[src/rtl/mips_instr_encoder_if.sv]
// mips_instr_encoder_if: request (in_*) and IMEM write (wr_*) handshake bundle; slave = encoder, master = loader
interface mips_instr_encoder_if #(
  parameter int AW = 12
);
  logic          in_valid;
  logic          in_ready;
  logic [5:0]    in_op;
  logic [5:0]    in_funct;
  logic [4:0]    in_rs;
  logic [4:0]    in_rt;
  logic [4:0]    in_rd;
  logic [4:0]    in_shamt;
  logic [15:0]   in_imm;
  logic [25:0]   in_target;
  logic          wr_valid;
  logic          wr_ready;
  logic [AW-1:0] wr_addr;
  logic [31:0]   wr_data;
  modport master (
    output in_valid, in_op, in_funct, in_rs, in_rt, in_rd, in_shamt, in_imm, in_target, wr_ready,
    input  in_ready, wr_valid, wr_addr, wr_data
  );
  modport slave (
    input  in_valid, in_op, in_funct, in_rs, in_rt, in_rd, in_shamt, in_imm, in_target, wr_ready,
    output in_ready, wr_valid, wr_addr, wr_data
  );
endinterface

[src/rtl/mips_instr_encoder.sv]
// mips_instr_encoder: validates/packs MIPS150 requests into R/I/J words, queues them and writes IMEM at auto-incrementing addresses; ports: clk, rst_n (async low), restart, bus (slave), err, err_count, instr_count
module mips_instr_encoder #(
  parameter int            DEPTH     = 4,
  parameter int            AW        = 12,
  parameter logic [AW-1:0] BASE_ADDR = '0
) (
  input  logic                clk,
  input  logic                rst_n,
  input  logic                restart,
  mips_instr_encoder_if.slave bus,
  output logic                err,
  output logic [7:0]          err_count,
  output logic [AW-1:0]       instr_count
);
  localparam int PW = $clog2(DEPTH);
  localparam logic [PW:0] FULL = (PW+1)'(DEPTH);
  logic [5:0] op, fn;
  logic shift, jr, jalr, r_ok, i_ok, j_op, ok;
  logic [4:0] rs_r, rt_r, rd_r, sh_r, rs_i, rt_i;
  logic [31:0] word;
  logic rdy, enc_v, enc_bad;
  logic [31:0] enc_w;
  logic [31:0] mem [DEPTH];
  logic [PW-1:0] wp, rp;
  logic [PW:0] mcnt, occ;
  logic out_v;
  logic [31:0] out_d;
  logic [AW-1:0] addr;
  logic acc, push, pop, load;
  assign op = bus.in_op;
  assign fn = bus.in_funct;
  always_comb begin
    shift = fn inside {6'h00, 6'h02, 6'h03};
    jr    = fn == 6'h08;
    jalr  = fn == 6'h09;
    r_ok  = shift | jr | jalr | (fn inside {6'h04, 6'h06, 6'h07, 6'h21, 6'h23, [6'h24:6'h27], 6'h2A, 6'h2B});
    j_op  = op inside {6'h02, 6'h03};
    i_ok  = op inside {6'h01, [6'h04:6'h07], [6'h09:6'h0F], 6'h20, 6'h21, [6'h23:6'h25], 6'h28, 6'h29, 6'h2B};
    ok    = (op == 6'h00) ? r_ok : (i_ok | j_op);
    rs_r  = shift ? 5'd0 : bus.in_rs;
    rt_r  = (jr | jalr) ? 5'd0 : bus.in_rt;
    rd_r  = jr ? 5'd0 : (jalr && bus.in_rd == 5'd0) ? 5'd31 : bus.in_rd;
    sh_r  = shift ? bus.in_shamt : 5'd0;
    rs_i  = (op == 6'h0F) ? 5'd0 : bus.in_rs;
    rt_i  = (op inside {6'h06, 6'h07}) ? 5'd0 : (op == 6'h01) ? {4'b0, fn[0]} : bus.in_rt;
    word  = (op == 6'h00) ? {6'b0, rs_r, rt_r, rd_r, sh_r, fn} :
            j_op ? {op, bus.in_target} : {op, rs_i, rt_i, bus.in_imm};
  end
  // occ counts the FIFO storage plus the output register; the encode register adds one more slot
  assign occ          = mcnt + (PW+1)'(out_v);
  assign bus.in_ready = rdy & ~restart & ~(enc_v & occ == FULL);
  assign acc          = bus.in_valid & bus.in_ready;
  assign pop          = out_v & bus.wr_ready;
  assign push         = enc_v & ((occ != FULL) | pop);
  assign load         = (mcnt != '0) & (~out_v | pop);
  assign bus.wr_valid = out_v;
  assign bus.wr_data  = out_d;
  assign bus.wr_addr  = addr;
  always_ff @(posedge clk)
    if (push) mem[wp] <= enc_w;
  always_ff @(posedge clk or negedge rst_n)
    if (!rst_n) begin
      rdy         <= 1'b0;
      enc_v       <= 1'b0;
      enc_bad     <= 1'b0;
      enc_w       <= '0;
      wp          <= '0;
      rp          <= '0;
      mcnt        <= '0;
      out_v       <= 1'b0;
      out_d       <= '0;
      addr        <= BASE_ADDR;
      instr_count <= '0;
      err         <= 1'b0;
      err_count   <= '0;
    end else if (restart) begin
      rdy         <= 1'b1;
      enc_v       <= 1'b0;
      enc_bad     <= 1'b0;
      wp          <= '0;
      rp          <= '0;
      mcnt        <= '0;
      out_v       <= 1'b0;
      out_d       <= '0;
      addr        <= BASE_ADDR;
      instr_count <= '0;
      err         <= 1'b0;
    end else begin
      rdy     <= 1'b1;
      enc_v   <= acc ? ok : enc_v & ~push;
      enc_bad <= acc & ~ok;
      if (acc) enc_w <= word;
      err <= enc_bad;
      if (enc_bad && err_count != 8'hFF) err_count <= err_count + 8'd1;
      if (push) wp <= wp + 1'b1;
      if (load) begin
        out_d <= mem[rp];
        rp    <= rp + 1'b1;
      end
      out_v <= load | (out_v & ~pop);
      mcnt  <= mcnt + (PW+1)'(push) - (PW+1)'(load);
      if (pop) begin
        addr        <= addr + 1'b1;
        instr_count <= instr_count + 1'b1;
      end
    end
endmodule

[src/flat_wrapper.sv]
// flat-port wrapper written by rule: the top's interface ports become plain ports
module mips_instr_encoder_flat 
#(
  parameter int            DEPTH     = 4,
  parameter int            AW        = 12,
  parameter logic [AW-1:0] BASE_ADDR = '0
)
  (clk, rst_n, restart, err, err_count, instr_count, bus_in_valid, bus_in_op, bus_in_funct, bus_in_rs, bus_in_rt, bus_in_rd, bus_in_shamt, bus_in_imm, bus_in_target, bus_wr_ready, bus_in_ready, bus_wr_valid, bus_wr_addr, bus_wr_data);
  mips_instr_encoder_if #(.AW(AW)) bus_i ();
  input  logic clk;
  input  logic rst_n;
  input  logic restart;
  output logic err;
  output logic [7:0] err_count;
  output logic [AW-1:0] instr_count;
  input wire logic [$bits(bus_i.in_valid)-1:0] bus_in_valid;
  input wire logic [$bits(bus_i.in_op)-1:0] bus_in_op;
  input wire logic [$bits(bus_i.in_funct)-1:0] bus_in_funct;
  input wire logic [$bits(bus_i.in_rs)-1:0] bus_in_rs;
  input wire logic [$bits(bus_i.in_rt)-1:0] bus_in_rt;
  input wire logic [$bits(bus_i.in_rd)-1:0] bus_in_rd;
  input wire logic [$bits(bus_i.in_shamt)-1:0] bus_in_shamt;
  input wire logic [$bits(bus_i.in_imm)-1:0] bus_in_imm;
  input wire logic [$bits(bus_i.in_target)-1:0] bus_in_target;
  input wire logic [$bits(bus_i.wr_ready)-1:0] bus_wr_ready;
  output wire logic [$bits(bus_i.in_ready)-1:0] bus_in_ready;
  output wire logic [$bits(bus_i.wr_valid)-1:0] bus_wr_valid;
  output wire logic [$bits(bus_i.wr_addr)-1:0] bus_wr_addr;
  output wire logic [$bits(bus_i.wr_data)-1:0] bus_wr_data;
  assign bus_i.in_valid = bus_in_valid;
  assign bus_i.in_op = bus_in_op;
  assign bus_i.in_funct = bus_in_funct;
  assign bus_i.in_rs = bus_in_rs;
  assign bus_i.in_rt = bus_in_rt;
  assign bus_i.in_rd = bus_in_rd;
  assign bus_i.in_shamt = bus_in_shamt;
  assign bus_i.in_imm = bus_in_imm;
  assign bus_i.in_target = bus_in_target;
  assign bus_i.wr_ready = bus_wr_ready;
  assign bus_in_ready = bus_i.in_ready;
  assign bus_wr_valid = bus_i.wr_valid;
  assign bus_wr_addr = bus_i.wr_addr;
  assign bus_wr_data = bus_i.wr_data;
  mips_instr_encoder #(.DEPTH(DEPTH), .AW(AW), .BASE_ADDR(BASE_ADDR)) u_core (.clk(clk), .rst_n(rst_n), .restart(restart), .bus(bus_i), .err(err), .err_count(err_count), .instr_count(instr_count));
endmodule
[config.mk]
export PLATFORM = sky130hd
export DESIGN_NAME = mips_instr_encoder_flat
export DESIGN_NICKNAME = d
export VERILOG_FILES = /design/src/rtl/mips_instr_encoder_if.sv /design/src/rtl/mips_instr_encoder.sv /design/src/flat_wrapper.sv
export SDC_FILE = /design/constraint.sdc
export NUM_CORES = 1
export LEC_CHECK = 0
export CAP_MARGIN = 20
export CORE_MARGIN = 4
export CORE_UTILIZATION = 60
export CTS_CLUSTER_DIAMETER = 120
export DETAILED_ROUTE_END_ITERATION = 8
export DONT_BUFFER_PORTS = 1
export GPL_TIMING_DRIVEN = 0
export PLACE_DENSITY = 0.8
export SYNTH_ARGS = -nofsm -noshare
export SYNTH_HDL_FRONTEND = slang
export SYNTH_SLANG_ARGS = --single-unit
[constraint.sdc]
create_clock -name clk -period 5.4 [get_ports clk]
set_input_delay 1.08 -clock clk [delete_from_list [all_inputs] [get_ports clk]]
set_output_delay 1.08 -clock clk [all_outputs]
set_load 0.005 [all_outputs]
After elaboration in Yosys (flattened, before gate mapping)
Memories as Yosys holds them, arrays and structs flattened.
Index checks and enable logic that the tools add are counted.
W data, S select, Z words.
{"block": "word_totals", "input_bits": 79, "reg_bits": 108, "mem_bits_rw": 128, "n_memories": 1, "wordCells": 128}
{"block": "op_classes", "n_addsub": 8, "muxes": 29, "n_lt_le_gt_ge": 8, "n_reduce_logical": 20, "n_eq_ne": 25, "n_bitwise": 24}
{"memory": "u_core.mem", "words": 4, "width": 32, "rd": 1, "rd_ports_with_merged_regs": 0, "write_ports": 1, "line_no": "mips_instr_encoder.sv:23", "source": "logic [31:0] mem [DEPTH];"}
{"operator": "$mux W32", "n": 3}
{"operator": "$eq A6 B6 Y1 const B", "n": 9}
{"operator": "$mux W12", "n": 4}
{"operator": "$mux W5", "n": 8}
{"operator": "$eq A6 B3 Y1 const B", "n": 5}
{"operator": "$mux W26", "n": 1}
{"operator": "$add A12 B1 Y12 const B", "n": 2}
{"operator": "$eq A6 B2 Y1 const B", "n": 4}
{"operator": "$eq A6 B4 Y1 const B", "n": 3}
{"operator": "$ge A6 B6 Y1 const B", "n": 2}
{"operator": "$le A6 B6 Y1 const B", "n": 2}
{"operator": "$logic_not A6 Y1", "n": 2}
{"operator": "$and A1 B1 Y1", "n": 10}
{"operator": "$reduce_bool A2 Y1", "n": 5}
{"operator": "$reduce_bool A9 Y1", "n": 1}
{"operator": "$add A8 B1 Y8 const B", "n": 1}
{"operator": "$mux W1", "n": 8}
{"operator": "$mux W2", "n": 4}
{"operator": "$ne A8 B8 Y1 const B", "n": 1}
{"operator": "$or A1 B1 Y1", "n": 8}
{"operator": "$reduce_bool A8 Y1", "n": 1}
{"operator": "$add A3 B1 Y3", "n": 2}
{"operator": "$eq A6 B1 Y1 const B", "n": 1}
{"operator": "$ge A6 B3 Y1 const B", "n": 1}
{"operator": "13 further kinds", "n": 26}

Longest topological paths before layout
Gate-level depths: netlist of the first run.
{"block": "logic_depth", "ltp_word": 9, "mapped_depth": 11, "ltp_nobuf": 10}

Least setup slack after synthesis of the first run
OpenSTA, ideal clock, no wires.
{"block": "synth_timing", "path_kind": "input-to-reg", "startpoint": "input bus_wr_ready", "endpoint": "register u_core.mcnt[2]", "slack_ns": 2.428, "path_stages": 11, "required_time_ns": 5.268, "arrival_ns": 2.840, "setup_time_ns": 0.132, "cell_sequence": "nand2b_1 nand2_1 clkinv_1 clkbuf_1 ha_1 inv_1 ha_1 inv_1 fa_1 xnor2_1 nor2_1"}
{"block": "synth_between", "elab_chain_cells": 6}
{"element": "start: declaration", "line_no": "flat_wrapper.sv:25", "source": "input wire logic [$bits(bus_i.wr_ready)-1:0] bus_wr_ready;"}
{"element": "$and A1 B1 Y1 *", "line_no": "mips_instr_encoder.sv:53", "source": "assign pop = out_v & bus.wr_ready;"}
{"element": "$or A1 B1 Y1", "line_no": "mips_instr_encoder.sv:54", "source": "assign push = enc_v & ((occ != FULL) | pop);"}
{"element": "$and A1 B1 Y1", "line_no": "mips_instr_encoder.sv:54"}
{"element": "$add A3 B1 Y3", "line_no": "mips_instr_encoder.sv:101", "source": "mcnt <= mcnt + (PW+1)'(push) - (PW+1)'(load);"}
{"element": "$sub A3 B1 Y3 *", "line_no": "mips_instr_encoder.sv:101"}
{"element": "$mux W3 *", "line_no": "mips_instr_encoder.sv:76", "source": "end else if (restart) begin"}
{"element": "end signal: assignment", "line_no": "mips_instr_encoder.sv:101"}
{"element": "end: declaration", "line_no": "mips_instr_encoder.sv:25", "source": "logic [PW:0] mcnt, occ;"}
Every way passes the cells marked *; elsewhere a longest branch is shown, timed or not.
A chain may end at the register's enable or synchronous reset.

Final worst setup path of the first run
{"block": "layout_timing", "startpoint": "register u_core.out_v (netlist: u_core.bus.wr_valid)", "endpoint": "output bus_in_ready"}
{"block": "layout_between", "elab_chain_cells": 5}
{"element": "start: declaration", "line_no": "mips_instr_encoder.sv:26", "source": "logic out_v;"}
{"element": "start signal: assignment", "line_no": "mips_instr_encoder.sv:100", "source": "out_v <= load | (out_v & ~pop);"}
{"element": "$add A3 B1 Y3", "line_no": "mips_instr_encoder.sv:50", "source": "assign occ = mcnt + (PW+1)'(out_v);"}
{"element": "$eq A3 B3 Y1", "line_no": "mips_instr_encoder.sv:51", "source": "assign bus.in_ready = rdy & ~restart & ~(enc_v & occ == FULL);"}
{"element": "$and A1 B1 Y1", "line_no": "mips_instr_encoder.sv:51"}
{"element": "$not A1 Y1", "line_no": "mips_instr_encoder.sv:51"}
{"element": "$and A1 B1 Y1", "line_no": "mips_instr_encoder.sv:51"}
{"element": "end: declaration", "line_no": "flat_wrapper.sv:26", "source": "output wire logic [$bits(bus_i.in_ready)-1:0] bus_in_ready;"}
No other way between the ends.

==> results of run 1 <==
==> synth_stat cells (all sizes together), types with 6 or more instances <==
cell type    n  area share
xor2         9      0.0079
dfrtp      108        0.27
nand2      116       0.044
nor3        14      0.0082
ha          11       0.014
o21ai       29       0.015
a211oi       6      0.0045
a21oi       65       0.033
xnor2       23       0.020
nand4        8      0.0050
and2         7      0.0044
nand3        8      0.0040
edfxtp     128        0.39
nor2        44       0.017
and3         9      0.0057
inv         17      0.0064
buf         14      0.0084
mux4        32       0.072
clkbuf      26      0.0098
nor4         7      0.0044
==> worst max-delay path, cell delays in order (launching register included) <==
cell and delay [ps]:
dfrtp_1 510, ha_1 270, ha_1 300, nor2_1 230, nand3_1 150, and3b_1 240
==> power by group through the flow <==
stage / Combinational (mW) / Sequential (mW) / Clock (mW)
final: 0.829 / 2.30 / 1.83
after global routing: 0.917 / 2.33 / 1.92
after CTS: 0.838 / 2.30 / 1.84
after detailed placement: 0.822 / 2.34 / 0
after global placement: 0.784 / 2.32 / 0
after floorplan: 0.623 / 2.27 / 0
==> kinds of logic after synthesis <==
family	count (synthesis)
simple gates	236
buf+inv	58
xor+xnor	32
flops	236
other cells	1
mux	35
fa+ha+maj	12
compound gates	140
==> path summary, 6_finish.rpt <==
path	start	endpoint	slack (ps)	cells after the start
max	u_core.bus.wr_valid	bus_in_ready	2120	5
min	rst_n	u_core.bus.wr_data[24]	270	0
max reg2reg	u_core.bus.wr_valid	u_core.mem[3][9]	2310	5
min reg2reg	u_core.enc_bad	u_core.err	470	2
max in group asynchronous	rst_n	u_core.bus.wr_data[22]	4970	0
min in group clk	u_core.enc_bad	u_core.err	470	2
==> cell usage in the layout, fill, tap and decap left out, types with 6 or more instances in the layout <==
cell type,count
buf_2,7
nand2_1,116
a21oi_1,65
ha_1,11
nor3_1,13
o21ai_0,24
clkbuf_16,26
nor4_1,7
xnor2_1,23
nor2_1,44
edfxtp_1,128
xor2_1,9
clkbuf_1,26
nand4_1,8
mux4_2,32
nand3_1,8
a211oi_1,6
dfrtp_1,108
inv_1,17
and3_1,9
==> state kept, by name, summed over array words and instances, names as in the netlist <==
signal,count
u_core.bus.wr_addr,12
u_core.bus.wr_data,32
u_core.bus.wr_valid,1
u_core.enc_bad,1
u_core.enc_v,1
u_core.enc_w,32
u_core.err,1
u_core.err_count,8
u_core.instr_count,12
u_core.mcnt,3
u_core.mem,128
u_core.rdy,1
u_core.rp,2
u_core.wp,2
==> cell type report <==
cell class | count | area (um^2) | area share
buffer | 40 | 181 | 0.0163
tap | 216 | 270 | 0.0243
multi-input combinational | 456 | 3170 | 0.285
clock buffer | 29 | 692 | 0.0621
inverter | 18 | 67.6 | 0.00607
sequential | 236 | 6550 | 0.588
clock inverter | 15 | 211 | 0.0190
==> stage by stage <==
| step | instance area, um^2 | setup WS, ps | hold slack (ps) |
|---|---|---|---|
| CTS | 11100 | 2130 | 253 |
| global placement | 10200 | 1760 | 466 |
| detailed placement | 10200 | 1900 | 457 |
| global route | 11100 | 2030 | 249 |
| finish | 11100 | 2120 | 273 |
| floorplan | 9960 | 2430 | 436 |
==> routing by layer <==
| metal | GRT usage | up-vias |
|---|---|---|
| li1 | - | 2814 |
| met2 | 0.442 | 299 |
| met3 | 0.0570 | 55 |
| met4 | 0.0837 | 0 |
| met1 | 0.319 | 3252 |
| met5 | 0 | - |
==> results.json, run 1 <==
{
  "status": "finished, final reports clean",
  "die_h_um": 137,
  "grt_start_max_net_pins": 109,
  "rsz0062_at_grt": "no",
  "routed.top_layer": "met4",
  "wl_met2_um": 11800,
  "p_seq_frac": 0.464,
  "ctsLongestPathBuffers": 3,
  "drcViolationCount": 0,
  "p_sw_mw": 1.35,
  "synth-simple-area-share": 0.110,
  "period_needed_ps": 3280,
  "cts_root_buffer": "clkbuf_16",
  "pwr-share-comb": 0.167,
  "antenna_cells": 0,
  "cp-start-kind": "flip-flop",
  "synthToLayoutAreaGrowth_pct": 11.8,
  "dp_hpwl_um": 15400,
  "setup_tns_ps": 0,
  "clk_pin_slew_worst_paths_ps": 60,
  "fin_nets": 867,
  "antenna_violating_nets_post_route": 0,
  "critPathCaptureType": "output pin",
  "synth_xor_area_frac": 0.0281,
  "cts_tree": "built",
  "tightest_slew_ps": 938,
  "synth_nets": 841,
  "final_core_util": 0.694,
  "wl_um": 23200,
  "cts_resized": 0,
  "io_pins": 146,
  "grt_remaining_overflow": 0,
  "leakage_nw": 4.16,
  "cts_buffers": 24,
  "drv_slew": 0,
  "synth_adder_area_share": 0.0158,
  "syn_inst": 750,
  "power.total_mw": 4.96,
  "yosysSeqAreaShare": 0.657,
  "crit_required_ps": 4320,
  "dieArea_um2": 18700,
  "antenna_found_initial": 0,
  "synth.mux.area_fraction": 0.0756,
  "grt.total_usage": 0.254,
  "via_count": 6420,
  "drt_iter0_drc": 593,
  "ys_seq_elements": 236,
  "grt_pass1_wl_um": 36000,
  "synth_edf_count": 128,
  "fin_cells": 1010,
  "skew_ps": 11.8,
  "relSlewSlack": 0.374,
  "criticalPathCategory": "flip-flop to output pin",
  "drt-wirelength-per-cell_um": 23.0,
  "hold_violations": 0,
  "die_w_um": 137,
  "cts.sinks": 236,
  "met1_length_um": 8720,
  "drive_gt1_frac": 0.121,
  "globalplace.congestion": 0.882,
  "vias_per_cell": 6.36,
  "initial_utilization": 0.620,
  "dpl.cell_count": 966,
  "min_period_over_period": 0.607,
  "clkPwrFrac": 0.368,
  "firstDrtPassIters": 5,
  "grt_pass1_vias": 6723,
  "synth_warnings": 0,
  "synth.avg_cell_area_um2": 13.3,
  "swShare": 0.272,
  "coreArea_um2": 16100,
  "rows": 46,
  "cp_max_fo": 9,
  "hold_path.class": "input port to asynchronous set/reset pin",
  "clk-insertion-delay-late_ps": 510,
  "pwr_density_cell_nw_per_um2": 445,
  "hold_buffers": 0,
  "synth_compound_area_frac": 0.0881,
  "drv_cap": 0,
  "cp.arrival_ps": 2200,
  "htree_levels": 1,
  "async_flop_share": 0.458,
  "setup_viol": 0,
  "wl_met3_um": 1990,
  "synth_top_family_by_area": "simple AND/OR/NAND/NOR gates",
  "netlist_area_um2": 9960,
  "internal_power_mw": 3.61,
  "cts_setup_buffers": 0,
  "ys.flop_type": "edfxtp_1",
  "nFillCells": 1046,
  "ys_types": 55,
  "port_buffers": 0,
  "ir_drop_v": 0.000305,
  "max_freq_mhz": 305
}
Power figures use the tool's default switching activity.
==> run 2, diff against run 1 <==
- clock period: 5.4 -> 3.1 ns (I/O delays scaled with it)
==> run 2 against run 1 <==
Via count shrank 0.23%. Hold slack lost 260 ps. Sequential cell count is the same. Setup slack lost 2100 ps. Clock power grew 74%. Core utilization grew 0.17 points. Combinational power grew 79%. Critical path depth is the same. Power grew 75%. Clock skew shrank 2.0 ps. Critical path type is now flip-flop to flip-flop. Largest cell class unchanged.
==> results.json, run 2 (synthesis results as in run 1) <==
{
  "grt_start_max_net_pins": 109,
  "ctsLongestPathBuffers": 3,
  "antenna_violating_nets_post_route": 0,
  "wl_met3_um": 1930,
  "dpl.cell_count": 966,
  "cp_max_fo": 32,
  "final_core_util": 0.695,
  "critPathCaptureType": "flip-flop",
  "cts_tree": "built",
  "die_h_um": 137,
  "cts_setup_buffers": 0,
  "cp.arrival_ps": 3210,
  "multiInputGateArea_um2": 3170,
  "hold_path.class": "input port to asynchronous set/reset pin",
  "die_w_um": 137,
  "regMostFlops": "u_core.mem",
  "layout_common_cells": "edfxtp_1 (128), nand2_1 (116), dfrtp_1 (108)",
  "hold_violations": 0,
  "grt_remaining_overflow": 0,
  "routed.top_layer": "met4",
  "rows": 46,
  "via_count": 6405,
  "wl_met2_um": 12000,
  "min_period_over_period": 0.994,
  "fin_cells": 1011,
  "largest_register_ffs": 128,
  "dieArea_um2": 18700,
  "firstDrtPassIters": 5,
  "relSlewSlack": 0.370,
  "grt_pass1_wl_um": 36100,
  "layout_commonest_cell": "edfxtp_1",
  "vias_per_cell": 6.34,
  "drive_gt1_frac": 0.123,
  "io_pins": 146,
  "cp-start-kind": "flip-flop",
  "path_cells": "ha_1 -> ha_1 -> xor2_1 -> a31oi_1 -> and2_2",
  "grt_pass1_vias": 6742,
  "rsz0062_at_grt": "yes",
  "skew_ps": 9.77,
  "antenna_found_initial": 0,
  "dp_hpwl_um": 15400,
  "period_needed_ps": 3080,
  "cts_buffers": 24,
  "coreArea_um2": 16100,
  "crit_required_ps": 3230,
  "leakage_nw": 4.17,
  "nFillCells": 1043,
  "initial_utilization": 0.620,
  "regArea_um2": 6550,
  "ir_drop_v": 0.000534,
  "cp_common_cell": "ha_1",
  "port_buffers": 0,
  "clk-insertion-delay-late_ps": 510,
  "status": "finished, final reports clean",
  "htree_levels": 1,
  "max_freq_mhz": 324,
  "drv_slew": 0,
  "pwr_density_cell_nw_per_um2": 776,
  "met1_length_um": 8670,
  "regToRegStartpoint": "u_core.bus.wr_valid",
  "tightest_slew_ps": 946,
  "drcViolationCount": 0,
  "crit_family": "simple AND/OR/NAND/NOR gates",
  "crit_slowest_cell": "and2_2",
  "clk_pin_slew_worst_paths_ps": 60,
  "slowest_delay_ps": 900,
  "globalplace.congestion": 0.882,
  "drv_cap": 0,
  "crit_buf_inv": 0,
  "crit_path_start": "u_core.bus.wr_valid",
  "synthToLayoutAreaGrowth_pct": 12.1,
  "cts_root_buffer": "clkbuf_16",
  "setup_viol": 0,
  "holdWs_ps": 17.7,
  "wl_um": 23300,
  "grt.total_usage": 0.255,
  "antenna_cells": 0,
  "drt_iter0_drc": 616,
  "criticalPathCategory": "flip-flop to flip-flop",
  "drt-wirelength-per-cell_um": 23.0,
  "cts.sinks": 236,
  "fin_nets": 868
}
## run 2: changes by cell type in the layout (fill, tap and decap cells not counted)
cell      before  now
buf_1          4    5
buf_16         0    1
clkbuf_1      26   25
clkinv_1       4    3
inv_2          0    1
## run 2: cell type report
| cell class | instances | area share |
|---|---|---|
| Buffer | 40 | 0.0162 |
| Tap cell | 216 | 0.0242 |
| Sequential cell | 236 | 0.586 |
| Multi-Input combinational cell | 456 | 0.284 |
| Timing Repair Buffer | 1 | 0.00247 |
| Clock inverter | 15 | 0.0189 |
| Inverter | 18 | 0.00605 |
| Clock buffer | 29 | 0.0620 |
## run 2: report_power, final
part           switching (mW)  internal [mW]
clock network            1.18           2.01
registers               0.322           3.68
logic                   0.882          0.597
total                    2.38           6.29
## run 2: worst reg2reg max path, delay by kind of cell (launching register included)
family	cells	cell delay [ps]
AND/OR/NAND/NOR	1	900
AO/OA/AOI/OAI	1	620
flip-flops	1	510
adder cells (fa/ha/maj)	2	460
XOR/XNOR	1	190
## run 2: metrics by stage
stage               instance area (um^2)  total power, mW  setup WS (ps)  TNS, ps
finish                             11200             8.67           17.2        0
global route                       11200             9.04           -129   -14260
CTS                                11200             8.72           12.4        0
detailed placement                 10200             5.50           34.8        0
global placement                   10200             5.41           -365   -45680
floorplan                           9960             5.03            400        0
## run 2: worst paths after layout
check,to,slack [ps],cells past startpoint
max reg2reg,u_core.mem[3][0],20,5
min in group clk,u_core.enc_w[30],230,2
max,u_core.mem[3][0],20,5
min,u_core.bus.wr_data[29],20,1
max in group asynchronous,u_core.bus.wr_data[1],2590,1
min reg2reg,u_core.err,470,2
## run 2: timing repair
item,in CTS,in global routing
hold buffers,1,0
hold endpoints to repair,108,0
gates resized for setup,0,2
setup endpoints to repair,0,130
## run 2: per-layer routing
metal | track usage | up-vias
li1 | - | 2807
met1 | 0.316 | 3251
met2 | 0.446 | 294
met3 | 0.0570 | 53
met4 | 0.0837 | 0
met5 | 0 | -
